===== src/rtl/shift_rows_pipe.sv =====
// rtl/shift_rows_pipe.sv - registered ShiftRows/InvShiftRows stage with a 2-entry elastic buffer
//
// Rotates the four rows of an NB-column AES/Rijndael state. The direction is
// chosen per beat. The result is registered together with its tag and mode.
// A skid register lets the stage accept a beat in the same cycle the
// downstream stalls, so o_ready depends only on registered occupancy.
//
// Ports:
//   clk, rst          clock, synchronous active-high reset
//   i_valid/o_ready   upstream handshake
//   i_inverse         0 = ShiftRows, 1 = InvShiftRows for the offered beat
//   i_tag             sideband tag, carried through unchanged
//   i_data            state, row-major, byte 0 of each row in the MSBs
//   o_valid/i_ready   downstream handshake
//   o_data/o_tag/o_inverse  transformed state, its tag and its mode
//   o_beats           completed output transfers, wraps at 2^CNT_W

module shift_rows_pipe #(
    parameter int NB    = 4,
    parameter int TAG_W = 4,
    parameter int CNT_W = 16
) (
    input  logic                clk,
    input  logic                rst,
    input  logic                i_valid,
    output logic                o_ready,
    input  logic                i_inverse,
    input  logic [TAG_W-1:0]    i_tag,
    input  logic [32*NB-1:0]    i_data,
    output logic                o_valid,
    input  logic                i_ready,
    output logic [32*NB-1:0]    o_data,
    output logic [TAG_W-1:0]    o_tag,
    output logic                o_inverse,
    output logic [CNT_W-1:0]    o_beats
);

    localparam int W = 32 * NB;

    if (!(NB == 4 || NB == 6 || NB == 8)) begin : g_bad_nb
        $error("shift_rows_pipe: NB must be 4, 6 or 8");
    end

    typedef enum logic [1:0] {
        EMPTY = 2'd0,
        ONE   = 2'd1,
        TWO   = 2'd2
    } state_t;

    state_t              state;
    state_t              state_nxt;
    logic                in_fire;
    logic                out_fire;
    logic                load_out;
    logic                load_skid;
    logic                skid_to_out;
    logic [W-1:0]        xf_data;
    logic [W-1:0]        skid_data;
    logic [TAG_W-1:0]    skid_tag;
    logic                skid_inverse;

    // Byte permutation. All indices are elaboration constants, so this is
    // pure wiring plus one 2:1 mux per byte for the direction.
    for (genvar r = 0; r < 4; r++) begin : g_row
        // Rijndael offsets: 0,1,2,3, except that the wide block uses 0,1,3,4.
        localparam int SH = (NB == 8 && r >= 2) ? r + 1 : r;
        for (genvar c = 0; c < NB; c++) begin : g_col
            localparam int FWD = (c + SH) % NB;
            localparam int INV = (c + NB - SH) % NB;
            localparam int TOP = W - 1 - 8 * NB * r;
            assign xf_data[TOP - 8*c -: 8] = i_inverse ? i_data[TOP - 8*INV -: 8]
                                                       : i_data[TOP - 8*FWD -: 8];
        end
    end

    assign o_valid  = (state != EMPTY);
    assign o_ready  = (state != TWO) & ~rst;
    assign in_fire  = i_valid & o_ready;
    assign out_fire = o_valid & i_ready;

    always_ff @(posedge clk) begin
        if (rst) begin
            state <= EMPTY;
        end else begin
            state <= state_nxt;
        end
    end

    always_comb begin
        state_nxt   = state;
        load_out    = 1'b0;
        load_skid   = 1'b0;
        skid_to_out = 1'b0;
        case (state)
            EMPTY: begin
                if (in_fire) begin
                    state_nxt = ONE;
                    load_out  = 1'b1;
                end
            end
            ONE: begin
                if (in_fire && out_fire) begin
                    load_out = 1'b1;
                end else if (in_fire) begin
                    state_nxt = TWO;
                    load_skid = 1'b1;
                end else if (out_fire) begin
                    state_nxt = EMPTY;
                end
            end
            TWO: begin
                // o_ready is low here, so no new beat can arrive this cycle.
                if (out_fire) begin
                    state_nxt   = ONE;
                    skid_to_out = 1'b1;
                end
            end
            default: state_nxt = EMPTY;
        endcase
    end

    always_ff @(posedge clk) begin
        if (rst) begin
            o_data       <= '0;
            o_tag        <= '0;
            o_inverse    <= 1'b0;
            skid_data    <= '0;
            skid_tag     <= '0;
            skid_inverse <= 1'b0;
            o_beats      <= '0;
        end else begin
            if (load_out) begin
                o_data    <= xf_data;
                o_tag     <= i_tag;
                o_inverse <= i_inverse;
            end else if (skid_to_out) begin
                o_data    <= skid_data;
                o_tag     <= skid_tag;
                o_inverse <= skid_inverse;
            end
            if (load_skid) begin
                skid_data    <= xf_data;
                skid_tag     <= i_tag;
                skid_inverse <= i_inverse;
            end
            if (out_fire) begin
                o_beats <= o_beats + CNT_W'(1);
            end
        end
    end

endmodule

===== config.mk =====
export PLATFORM = sky130hd
export DESIGN_NAME = shift_rows_pipe
export DESIGN_NICKNAME = d
export VERILOG_FILES = /design/src/rtl/shift_rows_pipe.sv
export SDC_FILE = /design/constraint.sdc
export NUM_CORES = 1
export LEC_CHECK = 0
export BUFFER_PORTS_ARGS = -buffer_cell sky130_fd_sc_hd__clkbuf_2
export CORE_MARGIN = 10
export CORE_UTILIZATION = 46
export DETAILED_ROUTE_END_ITERATION = 8
export PLACE_DENSITY = 0.7
export SYNTH_ARGS = -nofsm -noshare
export SYNTH_HDL_FRONTEND = slang
export SYNTH_SLANG_ARGS = --single-unit

===== constraint.sdc =====
create_clock -name clk -period 4.8 [get_ports clk]
set_input_delay 0.48 -clock clk [delete_from_list [all_inputs] [get_ports clk]]
set_output_delay 0.48 -clock clk [all_outputs]
set_load 0.01 [all_outputs]

==> run summary, run 1 <==
The flow ran to the end, and the final reports show no timing, DRC or antenna violations. The Yosys warning count is 0, and the number of distinct standard cells referenced by the synthesized netlist is 30. TritonCTS built the clock tree.

The data arrival time of the worst path was 3.47 ns; the number of optimization iterations in the first detailed-route pass was 5. The clock passes through at most 3 buffers. The time the final worst path needs with I/O delays and setup is 3.037 ns.

Buffers placed on the I/O ports in this run total 287. The tools report the via count of the first global-routing pass as 11100. The initial standard-cell utilization of the core was 46.46%; the die width was 181.5 um. IR analysis of the VDD net gives a maximum drop of 265.1 uV. The worst clock skew on the final layout was 0.01391 ns.

The fraction of final layout cells sized beyond drive strength 1 came out at 22.12%. The floorplan step defined a core boundary enclosing 0.02584 mm2. Buffers inserted to repair hold after CTS numbered 0. Adding up every negative setup slack in the final design gives 0 ns.

For the level count of the clock H-tree, the log shows 1. Averaged over all synthesized cells, the footprint is 8.284 um2. The path class of the tightest hold or removal check is in2reg. The total I/O pin count was 288. The number of hold violations in the final report was 0; the register bit count reported by yosys was 284. Post-detailed-route count of antenna-violating nets: 0. OpenSTA, run right after detailed placement, puts the worst setup slack at 1.242 ns. Summed over its instances, the top area cell type makes up 47.36% of the synthesized netlist area. The count of final max-slew check failures is 0, and the number of nets in the synthesized netlist is 1587. The worst setup path is captured at a flop. Of all nets on the critical path, the largest fanout is 63. By startpoint and endpoint, the worst setup path is classified as reg2reg. The tools report the net load switching power as 1.410 mW. The average routed wire per standard cell is 18.92 um, and the initial antenna violation count is 2. Fill cells in the final layout number 2389.

Entering global routing, the biggest net connects 129 pins. The signal on the critical path passes through nand2b_2 > nand2_4 > buf_4 > nor2_1 > a311oi_1. The tools report the HPWL after detailed placement as 24090 um.

The largest individual stage delay along the critical path comes from the cell nand2_4. For this run, the post-layout net count is 1774. Relative contribution of the clock network to total power: 43.9%. Clock tree synthesis inserted a total of 31 buffers. Dividing the detail-routed via count by the number of cells gives 5.823. The tool flagged a number of max-cap violations equal to 0. Of the total power, registers draw 45.4%. Across all hold checks on the routed design, the worst slack comes to 0.1624 ns. The internal portion of the total power is 4.164 mW. The count of clock tree sinks came out at 284. Clock latency on the worst-skew pair, taken at its later pin, is 0.55 ns.

Global routing used 21.48% of the available tracks. Among all flip-flop cells after synthesis, the most frequent one is dfxtp_1. Post-CTS timing repair inserted 0 buffers for setup. The post-synthesis async set-or-reset flop share is 0%. The CTS root buffer is clkbuf_16.

Setup violations remaining at the end of the flow were counted as 0. For the area of the mapped netlist, the log shows 0.01200 mm2. The final worst-path setup slack is 1.763 ns, and the data required time at the worst endpoint is 5.24 ns.

Of all cell types, the one taking the most synthesized area is dfxtp_1. Headroom to the max-slew limit came out at 27.14%. After detailed routing, the number of remaining DRC violations is 0. For this design the static power due to leakage is 5.795 nW.

Final period utilization: 63.28%. For this block, the initial DRC count from the detailed router was 940. Of the total power, the share spent switching nets is 25.30%. After global routing the overflow that remains totals 0. The die outline area was 0.03296 mm2.

Setup repair after global routing left no endpoint under its margin. The die is 181.5 um tall. The delay contributed by the slowest stage of the critical path is 0.69 ns. The weighted congestion reported at the end of routability-driven placement was 0.8289. The number of enable-type register cells in the synthesized netlist was 0.

For the total power, the log shows 5.574 mW. Dividing total power by cell area gives a power density of 384.4 mW/mm2. At the pin with the least slew margin, the transition time is 1.093 ns. The first global-routing pass estimated 60500 um of wire. The area growth from synthesis to layout is 20.79%. The total wire length after detailed routing came out at 37770 um. The worst setup path is launched from a flop.

The sequential area share after synthesis came out at 47.36%. The number of resized instances in the post-cts repair step came out at 0. The via total after detailed routing was 11620; the instance count of the mapped netlist was 1449. Clock-pin slew was measured on the worst setup and hold paths at 0.06 ns. The combinational share of power came out at 10.7%. After floorplanning, the core was divided into 59 placement rows. By area the synthesized netlist is led by dfxtp_1, a311oi_1, nand2_1. Derived from the worst setup path, the maximum achievable clock frequency is 329.2 MHz.
area by class of cell:
class / instances / area, um2 / share of cell area (%)
multi-input combinational: 1011 / 5725 / 39.49
sequential: 284 / 5685 / 39.21
timing repair buffer: 305 / 1598 / 11.02
clock buffer: 44 / 914.6 / 6.308
tap: 335 / 419.2 / 2.891
clock inverter: 12 / 141.4 / 0.9751
inverter: 3 / 11.26 / 0.07766
antenna: 2 / 5.005 / 0.03452
state kept, by name (all words and copies together) (netlist names):
signal and cells:
o_data 128, o_tag 4, o_beats 16, skid_data 128, skid_tag 4, state 2, skid_inverse 1, o_inverse 1
final timing paths:
kind,from,endpoint,slack (ns),cells after the start
hold / removal,i_data[121],skid_data[121],0.16,3
hold reg to reg,skid_tag[3],skid_tag[3],0.45,2
setup / recovery,state[0],o_data[116],1.76,5
setup reg to reg,state[0],o_data[116],1.76,5
cell usage in the layout, fill, tap and decap left out, types with 2 or more instances in the layout:
cell type  netlist  final
clkinv_2         0      7
nor4_1           4      4
bufinv_16        0      3
nor3_1           3      3
diode_2          0      2
or3_1            6      6
a21oi_1         76     76
nand2b_2         0      2
nand2_4          0      2
and3_1          65     65
nand3_1        138    138
dfxtp_1        284    284
clkbuf_2         0    284
xor2_1           3      3
o21ai_0          5      5
clkbuf_1        98      4
nor2b_4          0      2
a311oi_1       133    133
xnor2_1          7      7
inv_1            3      3
nand2_1        280    278
buf_4            0     19
nor2_1         147    147
nand4_1          2      2
clkbuf_16        0     31
clkbuf_8         0     10
a211oi_1        64     64
mux2i_1         65     65
cells by family after synthesis:
kind of cell	synth area share [%]
simple gates	23.71
flops	47.36
compound gates	17.40
fa+ha+maj	0.1042
mux	5.420
buf+inv	5.274
xor+xnor	0.7297
Yosys cell counts, types with 4 or more instances:
cell        n
dfxtp_1   284
nand2_1   280
nor2_1    147
nand3_1   138
a311oi_1  133
clkbuf_1   98
a21oi_1    76
and3_1     65
mux2i_1    65
a211oi_1   64
buf_2      44
buf_1       9
xnor2_1     7
or3_1       6
o21ai_0     5
nor4_1      4
power groups by stage:
stage	logic, mW	clock network [mW]	registers, mW
finish	0.597	2.44	2.53
global route	0.656	2.57	2.54
CTS	0.600	2.47	2.53
detailed placement	0.597	0	2.58
global placement	0.587	0	2.58
floorplan	0.302	0	2.61
per-stage QoR:
| step | utilization (%) | instance area, um2 | cells |
|---|---|---|---|
| final | 56.12 | 14500 | 1996 |
| after global routing | 56.12 | 14500 | 1996 |
| after detailed placement | 52.01 | 13440 | 1938 |
| after CTS | 56.10 | 14500 | 1994 |
| after global placement | 52.01 | 13440 | 1938 |
| after floorplan | - | 12000 | 1449 |
metal layers:
layer | global-route usage [%] | vias to the layer above | routed length, um | share of wire, %
met4 | 7.159 | 0 | 1119 | 3.0
met1 | 28.31 | 5584 | 16200 | 43
met2 | 34.44 | 429 | 17710 | 47
li1 | - | 5547 | - | -
met5 | 0 | - | 0 | 0
met3 | 4.235 | 62 | 2739 | 7.3
worst max-delay path, delay by kind of cell, from the launching register on:
kind | cells | cell delay (ns)
buffers and inverters | 1 | 0.63
AND/OR/NAND/NOR | 3 | 1.38
AO/OA/AOI/OAI | 1 | 0.32
flip-flops | 1 | 0.50
(Power assumes the default switching activity.)
==> run 2: changes to the inputs <==
--- a/config.mk
+++ b/config.mk
@@ -5,11 +5,12 @@
 export SDC_FILE = /design/constraint.sdc
 export NUM_CORES = 1
 export LEC_CHECK = 0
+export ABC_AREA = 1
 export BUFFER_PORTS_ARGS = -buffer_cell sky130_fd_sc_hd__clkbuf_2
 export CORE_MARGIN = 10
 export CORE_UTILIZATION = 46
 export DETAILED_ROUTE_END_ITERATION = 8
-export PLACE_DENSITY = 0.7
+export PLACE_DENSITY = 0.71
 export SYNTH_ARGS = -nofsm -noshare
 export SYNTH_HDL_FRONTEND = slang
 export SYNTH_SLANG_ARGS = --single-unit
==> constraint.sdc (replaced) <==
create_clock -name clk -period 3.2 [get_ports clk]
set_input_delay 0.32 -clock clk [delete_from_list [all_inputs] [get_ports clk]]
set_output_delay 0.32 -clock clk [all_outputs]
set_load 0.01 [all_outputs]
==> run 2 against run 1 <==
  * Combinational power rose by 22%
  * Non-clock buffer count fell by 6
  * Sequential power rose by 47%
  * Synthesized cell count rose by 12%
  * Clock skew is 0.0018 ns higher
  * Wire length decreased by 9.2%
  * Via count decreased by 3.5%
  * Sequential share of layout area increased by 1.7 points
  * Critical endpoint is now skid_data[119]
==> run summary, run 2 <==
The path with the worst hold slack has its endpoint at skid_tag[3]. The fraction of final layout cells sized beyond drive strength 1 was 19.30%; the number of input and output port buffers inserted was 287. For the final-report setup violation count, the log shows 0.

The number of distinct standard cells referenced by the synthesized netlist is 24. For the worst setup path, the data arrival time is 3.06 ns. By area the synthesized netlist is led by dfxtp_1, nand2_1, nor2_1.

The number of placed instances, taps included, is 2127. The tightest min-delay check is of the in2reg type. Initial standard-cell utilization of the core: 46.97%. In this run the post-CTS setup repair buffer count came out at 0.

Gates resized during post-CTS repair numbered 0. The tools report the CTS root buffer as clkbuf_16. The largest registers in the layout are o_data x128, skid_data x128, o_beats x16. Setup repair after global routing left no endpoint under its margin. The logs give 10840 for the via count of the first global-routing pass and 35.87% for the met2 usage in global routing.

In this run the worst path has a maximum fanout of 77. The number of hold buffers added after cts was 0. At the end of the flow, the number of nets in the layout was 1972.

In this run, synthesis produced a sequential element count of 284. Share of synthesized area spent on multiplexers: 0%. The biggest area contributor in the post-synthesis netlist is dfxtp_1.

After technology mapping, the gate count stands at 1619. The reg-to-reg critical path startpoint is state[0]. Counting instances in the post-synthesis netlist gives the leading cell types as nand2_1, nor2_1, dfxtp_1. The slowest stage of the critical path is the buf_4 cell.

Startpoint of the lowest-slack hold path: i_tag[3]. TritonCTS built the clock tree. After detailed routing, the number of vias per cell comes to 5.147.

After floorplanning, the core was sized to cover 0.02439 mm2. A synthesized cell averages 7.076 um2. The post-synthesis xor/xnor area fraction works out to 0%. The clock-pin transition on the worst setup and hold timing paths came out at 0.06 ns. Yosys instantiated no cell more often than nand2_1. For this run, design rule violations remaining after detail routing come to 0. For this run, the total global-route usage over all layers was measured as 20.90%. The worst-margin pin slew is 0.9631 ns, and the global route total overflow is 0.

Summing over every cut layer, the via total after detailed routing is 11220. Wires add up to 34290 um. The data required time at the worst endpoint is 3.66 ns. The clock network burns 42.5% of the power. For this design the total switching power over the nets is 1.913 mW. In the layout the commonest cells are nand2_1, nor2_1, clkbuf_2. The number of nets in the synthesized netlist was 1757. The congestion estimate from routability-driven global placement came to 0.8083.

In this run the count of I/O pins placed on the die edge is 288. The vertical die dimension works out to 177.8 um. The internal portion of the total power is 5.845 mW. The sequential area share after synthesis was 49.63%; the switching share of total power was 24.66%.

The largest single stage delay on the critical path is 0.62 ns. The worst hold path passes through 3 cells. Global routing usage on met1: 25.93%. The first-pass GRT wire length came out at 55060 um.

The die is 177.8 um wide. The number of optimization iterations in the first detailed-route pass is 5, and the HPWL after detailed placement is 22180 um. The standard-cell row count came out at 57. Entering global routing, the biggest net connects 134 pins.

Dividing the detail-routed wire length by the instance count gives 15.73 um. In this run the remaining antenna-violating nets after routing total 0. STA classifies the critical path startpoint as a flop. The number of antenna diodes in the final layout is 0. The run finished with clean final reports. In this run, synthesis inferred 0 flip-flops with an integrated enable. After Yosys synthesis, full adders, half adders and majority gates account for 0.1092% of the synthesized area. The area added between synthesis and finish is 21.18%, and the count of clock tree sinks is 284. The reg-to-reg endpoint is skid_data[119].

For the buffer depth of the longest clock path, the log shows 3. The most used flip-flop cell after synthesis is dfxtp_1. Measured against its own limit, the worst slew margin works out to 35.80%.

The level count of the clock H-tree was 1; the max-capacitance violation count was 0. For the number of buffers inserted during clock tree synthesis, the log shows 29. The fraction of post-synthesis cell area in the top cell type by area was 49.63%.

The run gives 0 as the number of hold violations in the final report. The most frequent standard cell in the layout excluding fill and tap cells was nand2_1. The tools report the Yosys warning count as 0.

Subtracting the final worst setup slack from the clock period gives 2.599 ns. VDD sags by at most 365.4 uV. The critical path in this run is classified as reg2reg. After the flow finishes, the layout carries non-filler instances totaling 2179. The die covers 0.03162 mm2. Of the total synthesized cell area, the portion taken by AND, OR, NAND and NOR gates is 27.21%. The initial antenna violation count came out at 0. The global routing stage identified its most utilized layer as met2.

The compound-cell area share of the yosys netlist came out at 16.97%. The count of fill cells added during filler insertion is 2383. The tightest hold path in the finished design has a slack of 0.03069 ns.

After synthesis, the largest family of logic cells by area is simple AND/OR/NAND/NOR gates. Setup total negative slack on the finished layout was measured at 0 ns. The logs give 0.60 ns for the internal reg-to-reg setup slack and 384.8 MHz for the maximum operating frequency. The tools report the global-route met3 utilization as 5.015%. Sequential cells account for 48.1% of the total power. For the clock latency on the worst-skew pair, the log shows 0.54 ns. The clock arrives with 0.01574 ns of skew. STA classifies the critical path endpoint as a flop. Summing every instance area after synthesis gives 0.01146 mm2.

The critical path goes through inv_2 > nand2_2 > nand3_4 > inv_2 > nand2_1 > nor2_4 > buf_4 > buf_4 > o21ai_0 > nor2_1. The number of design-rule violations left by the first detailed-router iteration is 835. Summed over all cells, the static leakage comes to 5.858 nW. The ratio of total power to cell area came out at 558.8 mW/mm2.

In the synthesized netlist the async set-or-reset flop fraction comes to 0%. The count of final max-slew check failures is 0, and the combinational share of power is 9.4%. The final critical path takes up 81.21% of the cycle. For the worst flop-to-flop path, the logic depth is 10.
## run 2: cell count changes after synthesis, sizes merged, moves of 7 or more
| cell | previous run | this run |
|---|---|---|
| nand2 | 280 | 467 |
| nor2 | 147 | 326 |
| o21ai | 5 | 174 |
| a31oi | 0 | 134 |
| a311oi | 133 | 0 |
| nand3 | 138 | 9 |
| and3 | 65 | 0 |
| mux2i | 65 | 0 |
| a211oi | 64 | 1 |
| inv | 3 | 56 |
| a21oi | 76 | 44 |
| clkbuf | 98 | 75 |
| buf | 53 | 40 |
| xnor2 | 7 | 0 |
## run 2: power by group through the flow
stage	Combinational, mW	Sequential (mW)	Clock [mW]
after floorplan	0.376	3.83	0
after global placement	0.718	3.81	0
after detailed placement	0.730	3.81	0
after CTS	0.732	3.73	3.35
after global routing	0.818	3.75	3.48
final	0.727	3.73	3.30
## run 2: layer usage
layer | up-vias | wire [um]
met5 | - | 0
met4 | 0 | 500
met3 | 34 | 2686
met2 | 361 | 16160
met1 | 5132 | 14940
li1 | 5688 | -
## run 2: cells by family (layout without fill, tap and decap cells)
group,Yosys count,after routing
buffers and inverters,171,407
DFF,284,284
adders and majority gates,1,1
AOI/OAI and AO/OA,354,354
and+or+nand+nor,809,809
## run 2: area by class of cell
type                    count  area, um2  area share, %
well taps                 324      405.4          2.920
inverters                  56      215.2          1.550
repair buffers            299       1569          11.30
clock inverters             9      75.07         0.5408
flip-flops and latches    284       5685          40.96
multi-input cells        1164       5074          36.55
clock buffers              43      858.3          6.183
## run 2: per-stage QoR
step                      power, mW  utilization [%]  setup slack, ns  cell area, um2
after floorplan               4.211                -            1.622           11460
after global placement        4.525            53.09           0.6850           12950
after detailed placement      4.540            53.09           0.5673           12950
after CTS                     7.819            56.91           0.5372           13880
after global routing          8.049            56.91           0.2530           13880
final                         7.757            56.91           0.6012           13880
## run 2: how the worst max path moves through the flow
| stage | start | to | slack [ns] | cells past startpoint |
|---|---|---|---|---|
| floorplan | rst | skid_data[118] | 1.62 | 11 |
| global placement | state[0] | skid_tag[3] | 0.68 | 10 |
| detailed placement | state[0] | skid_data[112] | 0.57 | 10 |
| CTS | state[0] | skid_data[119] | 0.54 | 10 |
| global route | state[0] | skid_tag[3] | 0.25 | 10 |
| finish | state[0] | skid_data[119] | 0.60 | 10 |
## run 2: critical path, delay by kind of cell, from the launching register on
family	cells	cell delay (ns)
AO/OA/AOI/OAI	1	0.14
flip-flops	1	0.41
buffers and inverters	4	1.36
AND/OR/NAND/NOR	5	0.59
==> run 3: changes to the inputs <==
==> constraint.sdc (replaced) <==
create_clock -name clk -period 2.5 [get_ports clk]
set_input_delay 0.25 -clock clk [delete_from_list [all_inputs] [get_ports clk]]
set_output_delay 0.25 -clock clk [all_outputs]
set_load 0.01 [all_outputs]
==> run 3 against run 2 <==
  * Worst setup slack worse by 0.061 ns
  * Sequential share of layout area is 2.5 points lower
  * Global-route usage increased by 0.52 points
==> run summary, run 3 (synthesis gave the netlist of run 2 again) <==
The run finished with clean final reports. No sink is reached through more buffers than the 3 on the longest clock path. Detailed placement ended at an HPWL of 21420 um.

The floorplan step defined a core boundary enclosing 0.02439 mm2. The first global-routing pass estimated 56540 um of wire. In this design, the stage delay of the slowest critical-path cell is 0.46 ns. The final period utilization is 78.38%, and the total DRC errors in the routed layout is 0. The worst register-to-register path ends at skid_data[120].

Walking the worst path, the cells encountered are inv_2 > nand2_2 > nand3_4 > inv_2 > nand2_1 > nor2_4 > inv_4 > buf_4 > nor2_1 > nor2_1. Pin count of the biggest net entering global routing: 145. In the final layout, the registers with the most flip-flops are o_data x128, skid_data x128, o_beats x16.

The worst hold-check slack came out at 0.05032 ns. At the worst endpoint, the required time is 2.97 ns. STA classifies the critical path startpoint as a flop. The logs give 288 for the total I/O pin count and 0.8251 for the weighted congestion reported at the end of routability-driven placement. Endpoint of the worst hold-timing path: state[0]. The pre-antenna-repair detailed-routing pass consisted of 5 iterations. The analysis attributes to net switching a power of 2.497 mW. The total wire length after detailed routing is 35060 um, and the worst clock skew on the final layout is 0.009162 ns.

The ratio of total power to cell area is 712.5 mW/mm2. The max-capacitance violation count came out at 0. The library cell used most frequently in the layout, excluding fill and tap cells, is nand2_1. At the later pin of the worst-skew pair, clock insertion delay measures 0.53 ns. In this run the remaining antenna-violating nets after routing total 0. Kind of capture point of the worst setup path: a flop. For the relative contribution of the clock network to total power, the log shows 44.9%.

The critical path is of the reg2reg type. The mean number of vias per cell is 5.148. For the final routed database, the setup TNS stands at 0 ns.

The smallest clock period supported by the final layout is computed as 1.960 ns. Across all layers, the routed design uses 11600 vias. The die is 177.8 um wide.

The total placed cells including tap cells was 2129. The level count of the clock H-tree was 1. The tools report the maximum operating frequency as 510.3 MHz. For this configuration, the core starts out at a cell density of 46.97%. The fraction of final layout cells sized beyond drive strength 1 is 18.97%, and the die outline area is 0.03162 mm2.

The run gives 2254 as the final standard cell count with taps included and fillers excluded. Compared with the post-synthesis result, the final layout area differs by 29.00%. Setup repair after global routing left no endpoint under its margin. In this run, CTS created clock tree buffers numbering 30. On the critical path, the stage with the largest delay is an instance of buf_4. IR analysis of the VDD net gives a maximum drop of 390.9 uV. The worst hold path begins at i_ready. TritonCTS built the clock tree. The CTS root buffer is clkbuf_16.

The combinational share of power is 9.7%. For this design the static power due to leakage is 6.243 nW. In the final design database the tool counted 2043 nets. The relative slew slack was 40.38%.

The final cell utilization of the core was 60.59%. For the worst flop-to-flop path, the logic depth is 10. The initial antenna violation count came out at 1. The worst hold path belongs to the class in2reg.

Internal power comes to 8.033 mW. For flop-to-flop paths, the worst setup slack is 0.54 ns. The floorplan has 57 rows. The total overflow left after global routing is 0. The run gives 0 as the number of resized instances in the post-cts repair step.

Clock tree synthesis found a total of 284 sinks. In the layout the commonest cells are nand2_1, nor2_1, clkbuf_2. The run gives 1122 as the number of design-rule violations left by the first detailed-router iteration. The number of hold violations in the final report was 0. The number of buffers inserted to repair setup after CTS was 0; the number of input and output port buffers inserted was 287.

Clock-pin slew was measured on the worst setup and hold paths at 0.06 ns. On the critical path the largest part of the delay comes from buffers and inverters. The top fanout value on the critical path works out to 61.

The worst-margin pin slew is 0.8943 ns, and the vertical die dimension is 177.8 um. Setup violations remaining at the end of the flow were counted as 0. The switching share of total power was 23.71%; the total global routing track utilization was 21.42%. The logs give 0 for the count of final max-slew check failures and 10.53 mW for the total power. After detailed routing, the average wire length per cell comes to 15.56 um. Counting both buffers and inverters, the worst setup path holds a total of 4. Data arrives at the worst endpoint at 2.43 ns. Per report_power, the sequential group accounts for 45.4% of the total. The reg-to-reg critical path startpoint is state[0].

Counting instances, the worst hold path has a depth of 4. The via count of the first global-routing pass came out at 10990.
-- run 3: changes by cell type in the layout (fill, tap and decap cells not counted), moves of 2 or more --
cell           previous run  this run
buf_4                    11         9
buf_12                    3         7
clkbuf_16                29        31
clkbuf_1                  6         4
dlygate4sd3_1             0        68
bufinv_16                 1         4
-- run 3: worst max path at each step --
stage / slack [ns] / startpoint / cells past startpoint / end
after CTS: 0.50 / state[0] / 10 / skid_data[38]
after detailed placement: 0.52 / state[0] / 10 / skid_data[120]
after global placement: 0.57 / state[0] / 10 / skid_data[49]
after floorplan: 0.99 / rst / 11 / skid_data[118]
after global routing: 0.34 / state[0] / 10 / skid_data[124]
final: 0.54 / state[0] / 10 / skid_data[120]
-- run 3: metal layers --
layer	wire, um	part of all wire, %	track usage [%]	vias to the layer above
li1	-	-	-	5839
met1	15250	43	27.17	5284
met2	16130	46	35.17	414
met3	2705	7.7	4.569	67
met4	979	2.8	7.780	0
met5	0	0	0	-
-- run 3: cell type report --
| cell class | instances | area, um2 |
|---|---|---|
| sequential | 284 | 5685 |
| fill | 2230 | 9613 |
| clock inverter | 12 | 166.4 |
| timing repair buffer | 369 | 2315 |
| tap | 324 | 405.4 |
| antenna | 1 | 2.502 |
| clock buffer | 44 | 914.6 |
| multi-input combinational | 1164 | 5074 |
| inverter | 56 | 215.2 |
-- run 3: what timing repair did --
action                                 in CTS  in global routing
setup endpoints to repair                   0                  0
endpoints found under the hold margin     135                  0
hold buffers                               68                  0
-- run 3: power by group through the flow --
stage	registers, mW	logic [mW]	clock network (mW)
after detailed placement	4.87	0.941	0
after CTS	4.78	1.03	4.82
after floorplan	4.91	0.482	0
after global placement	4.87	0.930	0
after global routing	4.79	1.14	5.01
final	4.78	1.02	4.73
-- run 3: per-stage QoR --
step	cell area (um2)	setup WS [ns]
floorplan	11460	0.9918
global placement	13010	0.5728
detailed placement	13010	0.5181
CTS	14780	0.5023
global route	14780	0.3394
finish	14780	0.5405
-- run 3: tightest hold or removal path, delay by kind of cell --
| family | cells | cell delay [ns] |
|---|---|---|
| and+or+nand+nor | 3 | 0.19 |
| buffers and inverters | 1 | 0.11 |
